## src/rtl/ssd_scan_driver.sv

```systemverilog
// Time-multiplexed seven-segment scan driver with a double-buffered, frame-synchronous digit bank.
// Optional blink support is built when SSD_BLINK_EN is defined.
module ssd_scan_driver #(
    parameter int unsigned NUM_DIGITS   = 8,
    parameter int unsigned PRESCALE     = 131072,
    parameter int unsigned BLINK_FRAMES = 48
) (
    input  logic                    ClkPort,
    input  logic                    Reset,
    input  logic [5*NUM_DIGITS-1:0] digit_data,
    input  logic [NUM_DIGITS-1:0]   digit_en,
    input  logic [NUM_DIGITS-1:0]   dp_in,
    input  logic [NUM_DIGITS-1:0]   blink_mask,
    input  logic                    load,
    output logic                    pending,
    output logic                    frame_done,
    output logic [NUM_DIGITS-1:0]   An,
    output logic [7:0]              Cath
);

    localparam int unsigned PS_W  = (PRESCALE > 1) ? $clog2(PRESCALE) : 1;
    localparam int unsigned IDX_W = (NUM_DIGITS > 1) ? $clog2(NUM_DIGITS) : 1;
    localparam int unsigned DW    = 5 * NUM_DIGITS;
    localparam logic [DW-1:0] BLANK_BANK = {NUM_DIGITS{5'd16}};

    logic [PS_W-1:0]       pre;
    logic [IDX_W-1:0]      idx;
    logic                  slot_end;
    logic                  frame_end;

    logic [DW-1:0]         sh_data;
    logic [NUM_DIGITS-1:0] sh_en;
    logic [NUM_DIGITS-1:0] sh_dp;
    logic [DW-1:0]         act_data;
    logic [NUM_DIGITS-1:0] act_en;
    logic [NUM_DIGITS-1:0] act_dp;

    logic [4:0]            cur_code;
    logic                  cur_en;
    logic                  cur_dp;
    logic                  hide;
    logic [NUM_DIGITS-1:0] an_nxt;

    // Active-low {a,b,c,d,e,f,g} pattern for each glyph code.
    function automatic logic [6:0] glyph(input logic [4:0] code);
        logic [6:0] seg;
        case (code)
            5'd0:    seg = 7'b0000001;
            5'd1:    seg = 7'b1001111;
            5'd2:    seg = 7'b0010010;
            5'd3:    seg = 7'b0000110;
            5'd4:    seg = 7'b1001100;
            5'd5:    seg = 7'b0100100;
            5'd6:    seg = 7'b0100000;
            5'd7:    seg = 7'b0001111;
            5'd8:    seg = 7'b0000000;
            5'd9:    seg = 7'b0000100;
            5'd10:   seg = 7'b0001000;
            5'd11:   seg = 7'b1100000;
            5'd12:   seg = 7'b0110001;
            5'd13:   seg = 7'b1000010;
            5'd14:   seg = 7'b0110000;
            5'd15:   seg = 7'b0111000;
            5'd17:   seg = 7'b0111000;
            5'd18:   seg = 7'b1110001;
            5'd19:   seg = 7'b1111010;
            5'd20:   seg = 7'b0110000;
            5'd21:   seg = 7'b1111110;
            default: seg = 7'b1111111;
        endcase
        return seg;
    endfunction

    assign slot_end  = (pre == PS_W'(PRESCALE - 1));
    assign frame_end = slot_end && (idx == IDX_W'(NUM_DIGITS - 1));

    // Slot prescaler and digit index; the index wrap marks the frame boundary.
    always_ff @(posedge ClkPort or posedge Reset) begin
        if (Reset) begin
            pre <= '0;
            idx <= '0;
        end else if (slot_end) begin
            pre <= '0;
            idx <= (idx == IDX_W'(NUM_DIGITS - 1)) ? '0 : idx + 1'b1;
        end else begin
            pre <= pre + 1'b1;
        end
    end

    // Shadow/active banks: a commit always takes the pre-edge shadow, so a same-edge load stays pending.
    always_ff @(posedge ClkPort or posedge Reset) begin
        if (Reset) begin
            sh_data    <= BLANK_BANK;
            sh_en      <= '0;
            sh_dp      <= '0;
            act_data   <= BLANK_BANK;
            act_en     <= '0;
            act_dp     <= '0;
            pending    <= 1'b0;
            frame_done <= 1'b0;
        end else begin
            frame_done <= frame_end && pending;
            if (frame_end && pending) begin
                act_data <= sh_data;
                act_en   <= sh_en;
                act_dp   <= sh_dp;
                pending  <= 1'b0;
            end
            if (load) begin
                sh_data <= digit_data;
                sh_en   <= digit_en;
                sh_dp   <= dp_in;
                pending <= 1'b1;
            end
        end
    end

    always_comb begin
        cur_code = act_data[4:0];
        cur_en   = act_en[0];
        cur_dp   = act_dp[0];
        for (int i = 0; i < NUM_DIGITS; i++) begin
            if (idx == IDX_W'(i)) begin
                cur_code = act_data[5*i +: 5];
                cur_en   = act_en[i];
                cur_dp   = act_dp[i];
            end
        end
    end

`ifdef SSD_BLINK_EN
    localparam int unsigned BF_W = (BLINK_FRAMES > 1) ? $clog2(BLINK_FRAMES) : 1;

    logic [BF_W-1:0]       frame_cnt;
    logic                  blink_phase;
    logic [NUM_DIGITS-1:0] sh_blink;
    logic [NUM_DIGITS-1:0] act_blink;
    logic                  cur_blink;

    // Blink phase flips every BLINK_FRAMES frame boundaries, independent of commits.
    always_ff @(posedge ClkPort or posedge Reset) begin
        if (Reset) begin
            frame_cnt   <= '0;
            blink_phase <= 1'b0;
        end else if (frame_end) begin
            if (frame_cnt == BF_W'(BLINK_FRAMES - 1)) begin
                frame_cnt   <= '0;
                blink_phase <= ~blink_phase;
            end else begin
                frame_cnt <= frame_cnt + 1'b1;
            end
        end
    end

    always_ff @(posedge ClkPort or posedge Reset) begin
        if (Reset) begin
            sh_blink  <= '0;
            act_blink <= '0;
        end else begin
            if (frame_end && pending) begin
                act_blink <= sh_blink;
            end
            if (load) begin
                sh_blink <= blink_mask;
            end
        end
    end

    always_comb begin
        cur_blink = act_blink[0];
        for (int i = 0; i < NUM_DIGITS; i++) begin
            if (idx == IDX_W'(i)) begin
                cur_blink = act_blink[i];
            end
        end
    end

    assign hide = blink_phase && cur_blink;
`else
    logic unused_blink;
    assign unused_blink = ^{blink_mask, 32'(BLINK_FRAMES)};
    assign hide         = 1'b0;
`endif

    always_comb begin
        an_nxt = '1;
        for (int i = 0; i < NUM_DIGITS; i++) begin
            if ((idx == IDX_W'(i)) && cur_en && !hide) begin
                an_nxt[i] = 1'b0;
            end
        end
    end

    // Registered pin drivers, one cycle behind idx/active.
    always_ff @(posedge ClkPort or posedge Reset) begin
        if (Reset) begin
            An   <= '1;
            Cath <= 8'hFF;
        end else begin
            An   <= an_nxt;
            Cath <= {glyph(cur_code), ~cur_dp};
        end
    end

endmodule
```

## config.mk

```make
export PLATFORM = sky130hd
export DESIGN_NAME = ssd_scan_driver
export DESIGN_NICKNAME = d
export VERILOG_FILES = /design/src/rtl/ssd_scan_driver.sv
export SDC_FILE = /design/constraint.sdc
export NUM_CORES = 1
export LEC_CHECK = 0
export CORE_UTILIZATION = 25
export CTS_CLUSTER_DIAMETER = 80
export DETAILED_ROUTE_END_ITERATION = 10
export SLEW_MARGIN = 15
export SYNTH_ARGS = -nofsm -noshare
export SYNTH_HDL_FRONTEND = slang
export SYNTH_SLANG_ARGS = --single-unit
```

## constraint.sdc

```tcl
create_clock -name ClkPort -period 7.43 [get_ports ClkPort]
set_input_delay 1.486 -clock ClkPort [delete_from_list [all_inputs] [get_ports ClkPort]]
set_output_delay 1.486 -clock ClkPort [all_outputs]
set_load 0.01 [all_outputs]
```

==> results.py <==
metrics = {
    "outcome": {
        "status": "complete, but fails checks",
        "violations": "design-rule violations",
    },
    "timing": {
        "fin_tns_setup_ps": 0,
        "worstMarginPinSlew_ps": 895,
        "fmax_mhz": 265,
        "hold_violations": 0,
        "period_minus_slack_ps": 3780,
        "slew_headroom_pct": 40.4,
        "rsz0062_at_grt": "false",
        "slew_viol_final": 0,
        "finClkSkew_ps": 13.1,
        "setup_violations": 0,
        "fin_crit_sh_pct": 50.8,
    },
    "final_layout": {
        "n_antenna_cell": 0,
        "final_nets": 670,
        "areaGrowthSynthToFinish_pct": 26.3,
        "drive_gt1_share_pct": 32.3,
        "regArea_mm2": 0.00379,
        "final_area_mm2": 0.00841,
        "final_cells": 936,
        "fill_cells": 2641,
        "multiInputGateArea_mm2": 0.00270,
    },
    "floorplan": {
        "die-width_um": 165,
        "die_h_um": 165,
        "io_pins": 85,
        "die_area_mm2": 0.0273,
        "core_mm2": 0.0261,
        "start_util_pct": 25.5,
        "rows": 59,
    },
    "power": {
        "power.total_uw": 1910,
        "combPwrFrac_pct": 4.6,
        "clkPwrFrac_pct": 49.8,
        "p_leak_uw": 0.00371,
        "power_density_mw_per_mm2": 227,
        "ir_worst_vdd_mv": 0.158,
        "power_switching_share_pct": 21.3,
        "p_switching_uw": 407,
        "p_int_uw": 1500,
        "p_seq_share_pct": 45.6,
    },
    "worst_setup_path": {
        "worstSetupEndpointType": "flip-flop",
        "path_common_cell": "inv_1",
        "r2r-end": "Cath[4]$_DFF_PP1_",
        "arrival_ps": 4130,
        "worstSetupPathType": "reg2reg",
        "critPathLaunch": "idx[2]$_DFFE_PP0N_",
        "regToRegSetupSlack_ps": 3650,
        "path_cells": "buf_4, clkinv_1, ha_1, inv_1, o221ai_1, a31oi_1, inv_1, ha_1, inv_1, mux2i_1, a22oi_1, a21o_1",
        "slowest_delay_ps": 570,
        "r2r_cells": 12,
        "worst-path-max-fanout": 24,
        "required_ps": 7790,
        "slowest_stage": "a31oi_1",
        "start_kind": "flip-flop",
        "timing.rr.start": "idx[2]$_DFFE_PP0N_",
    },
    "routing": {
        "antenna_left": 0,
        "viasPerCell": 4.46,
        "drt-total-wl_mm": 14.8,
        "drt-wirelength-per-cell_um": 15.8,
        "firstDrtPassIters": 9,
        "drt_iter0_drc": 271,
        "vias": 4176,
        "drcViolationCount": 12,
    },
    "yosys": {
        "synth_seq_cells": 150,
        "synth_top_area_cell": "dfrtp_1",
        "synth_top_area_share_pct": 44.3,
        "synth_top_flop_cell": "dfrtp_1",
        "synth-warning-count": 0,
        "syn_nets": 599,
        "synth_common_cells": "dfrtp_1 (118), mux2_2 (114), dfstp_2 (32), nor2_1 (31), nand2_1 (25)",
        "synth_most_common_cell": "dfrtp_1",
        "async_flop_share_pct": 100,
        "ys_types": 52,
        "synthCells": 517,
        "synth.avg_cell_area_um2": 12.9,
        "yosysSeqAreaShare_pct": 57.0,
        "ys_top_cells_by_area": "dfrtp_1 (44%), mux2_2 (19%), dfstp_2 (13%), ha_1 (2.8%), nor2_1 (1.7%)",
        "synth-edff-count": 0,
        "syn_area_mm2": 0.00666,
    },
    "placement": {
        "placed_area_mm2": 0.00775,
        "placed_cells": 904,
        "hpwlAfterDp_mm": 9.92,
        "port_buffers": 76,
        "gp_congestion": 0.755,
    },
    "global_routing": {
        "antenna_found_initial": 1,
        "grt_pass1_wl_mm": 23.3,
        "grt_pass1_vias": 4207,
        "grt_max_degree": 80,
        "grt_remaining_overflow": 0,
        "grtUsageTotal_pct": 11.5,
    },
    "clock_tree": {
        "cts_tree": "built",
        "clk_pin_slew_ps": 60,
        "cts.sinks": 150,
        "clk_latency_ps": 430,
        "cts_resized": 0,
        "htree_num_levels": 4,
        "cts_buffer_depth": 2,
        "postCtsSetupBuffers": 0,
        "hold_buffers": 0,
        "cts_root_buf": "clkbuf_16",
        "cts_buffers": 17,
    },
    "min_path": {
        "hold_class": "reg2reg",
        "worstHoldStart": "act_dp[7]$_DFFE_PP0P_",
        "holdPathEnd": "Cath[0]$_DFF_PP1_",
        "hold_depth": 1,
    },
    "flow_run": {
        "drv_cap": 0,
    },
}
## routing by layer
metal / share of wire [%] / vias up / global-route usage (%) / routed length [um]
met2: 46 / 85 / 17.1 / 6750
met4: 1.4 / 2 / 4.34 / 209
met5: 0.088 / - / 0 / 13
met3: 5.4 / 17 / 3.75 / 798
met1: 47 / 2093 / 15.5 / 6990
li1: - / 1979 / - / -
## worst max-delay path by stage
stage	endpoint	slack (ps)	depth (start not counted)
2_1_floorplan	act_data[0]$_DFFE_PP0P_	1960	1
3_3_place_gp	Cath[4]$_DFF_PP1_	3750	12
3_5_place_dp	Cath[4]$_DFF_PP1_	3730	12
4_1_cts	Cath[3]$_DFF_PP1_	3700	10
5_1_grt	Cath[1]$_DFF_PP1_	3360	11
6_report	Cath[4]$_DFF_PP1_	3650	12
## flip-flops by register name, summed over array words and instances, names as in the netlist
register / count
An: 8
idx: 3
act_en: 8
Cath: 8
sh_en: 8
pre: 17
act_dp: 8
sh_data: 40
frame_done: 1
pending: 1
sh_dp: 8
act_data: 40
## placed cells by master, fill, tap and decap left out, types with 3 or more instances in the layout
cell,n
dfrtp_1,118
mux2_2,114
clkdlybuf4s50_1,75
dfstp_2,32
nor2_1,31
nand2_1,25
clkbuf_16,17
o21ai_0,15
ha_1,15
inv_1,13
nand3_1,12
a21oi_1,11
a22oi_1,9
xor2_1,9
mux2i_1,8
a21o_1,6
and3_1,6
o221ai_1,5
or3_1,5
xnor2_1,5
nor2b_1,5
a31oi_1,4
nand2b_1,4
bufinv_16,4
buf_4,4
a2bb2oi_1,3
nand4_1,3
nor3_1,3
inv_6,3
clkinvlp_4,3
clkbuf_8,3
## metrics by stage
| stage | utilization [%] | hold WS [ps] | setup WS (ps) |
|---|---|---|---|
| after floorplan | - | 383 | 1960 |
| after global placement | 29.7 | 403 | 3750 |
| after detailed placement | 29.7 | 421 | 3730 |
| after CTS | 32.2 | 431 | 3700 |
| after global routing | 32.2 | 471 | 3360 |
| final | 32.2 | 428 | 3650 |
## logic make-up (layout without fill, tap and decap cells)
kind of cell    count (synthesis)  after routing  share of synthesized area (%)
fa+ha+maj                      15             15                           2.82
compound gates                 72             72                           7.97
mux                           122            122                           20.5
flops                         150            150                           57.0
buf+inv                        43            127                           2.74
xor+xnor                       14             14                           1.84
simple gates                  101            101                           7.20
## power by group through the flow
stage               Combinational [uW]  Sequential [uW]  Clock, uW
floorplan                         48.8              875          0
global placement                  90.4              884          0
detailed placement                91.3              885          0
CTS                               91.8              870        973
global route                      97.6              873       1010
finish                            88.5              869        949
## critical path, delay by kind of cell (launching register included)
kind	cells	cell delay, ps
flip-flops	1	490
buffers and inverters	5	1170
AO/OA/AOI/OAI	4	1010
multiplexers	1	140
adder cells (fa/ha/maj)	2	890
## area by class of cell
cell class,instances,area share [%]
clock buffer,20,5.55
clock inverter,12,2.25
inverter,15,0.729
multi-input combinational,324,32.1
sequential,150,45.1
tap,335,4.98
timing repair buffer,80,9.34
No activity file was read; power rests on OpenSTA's default activity.
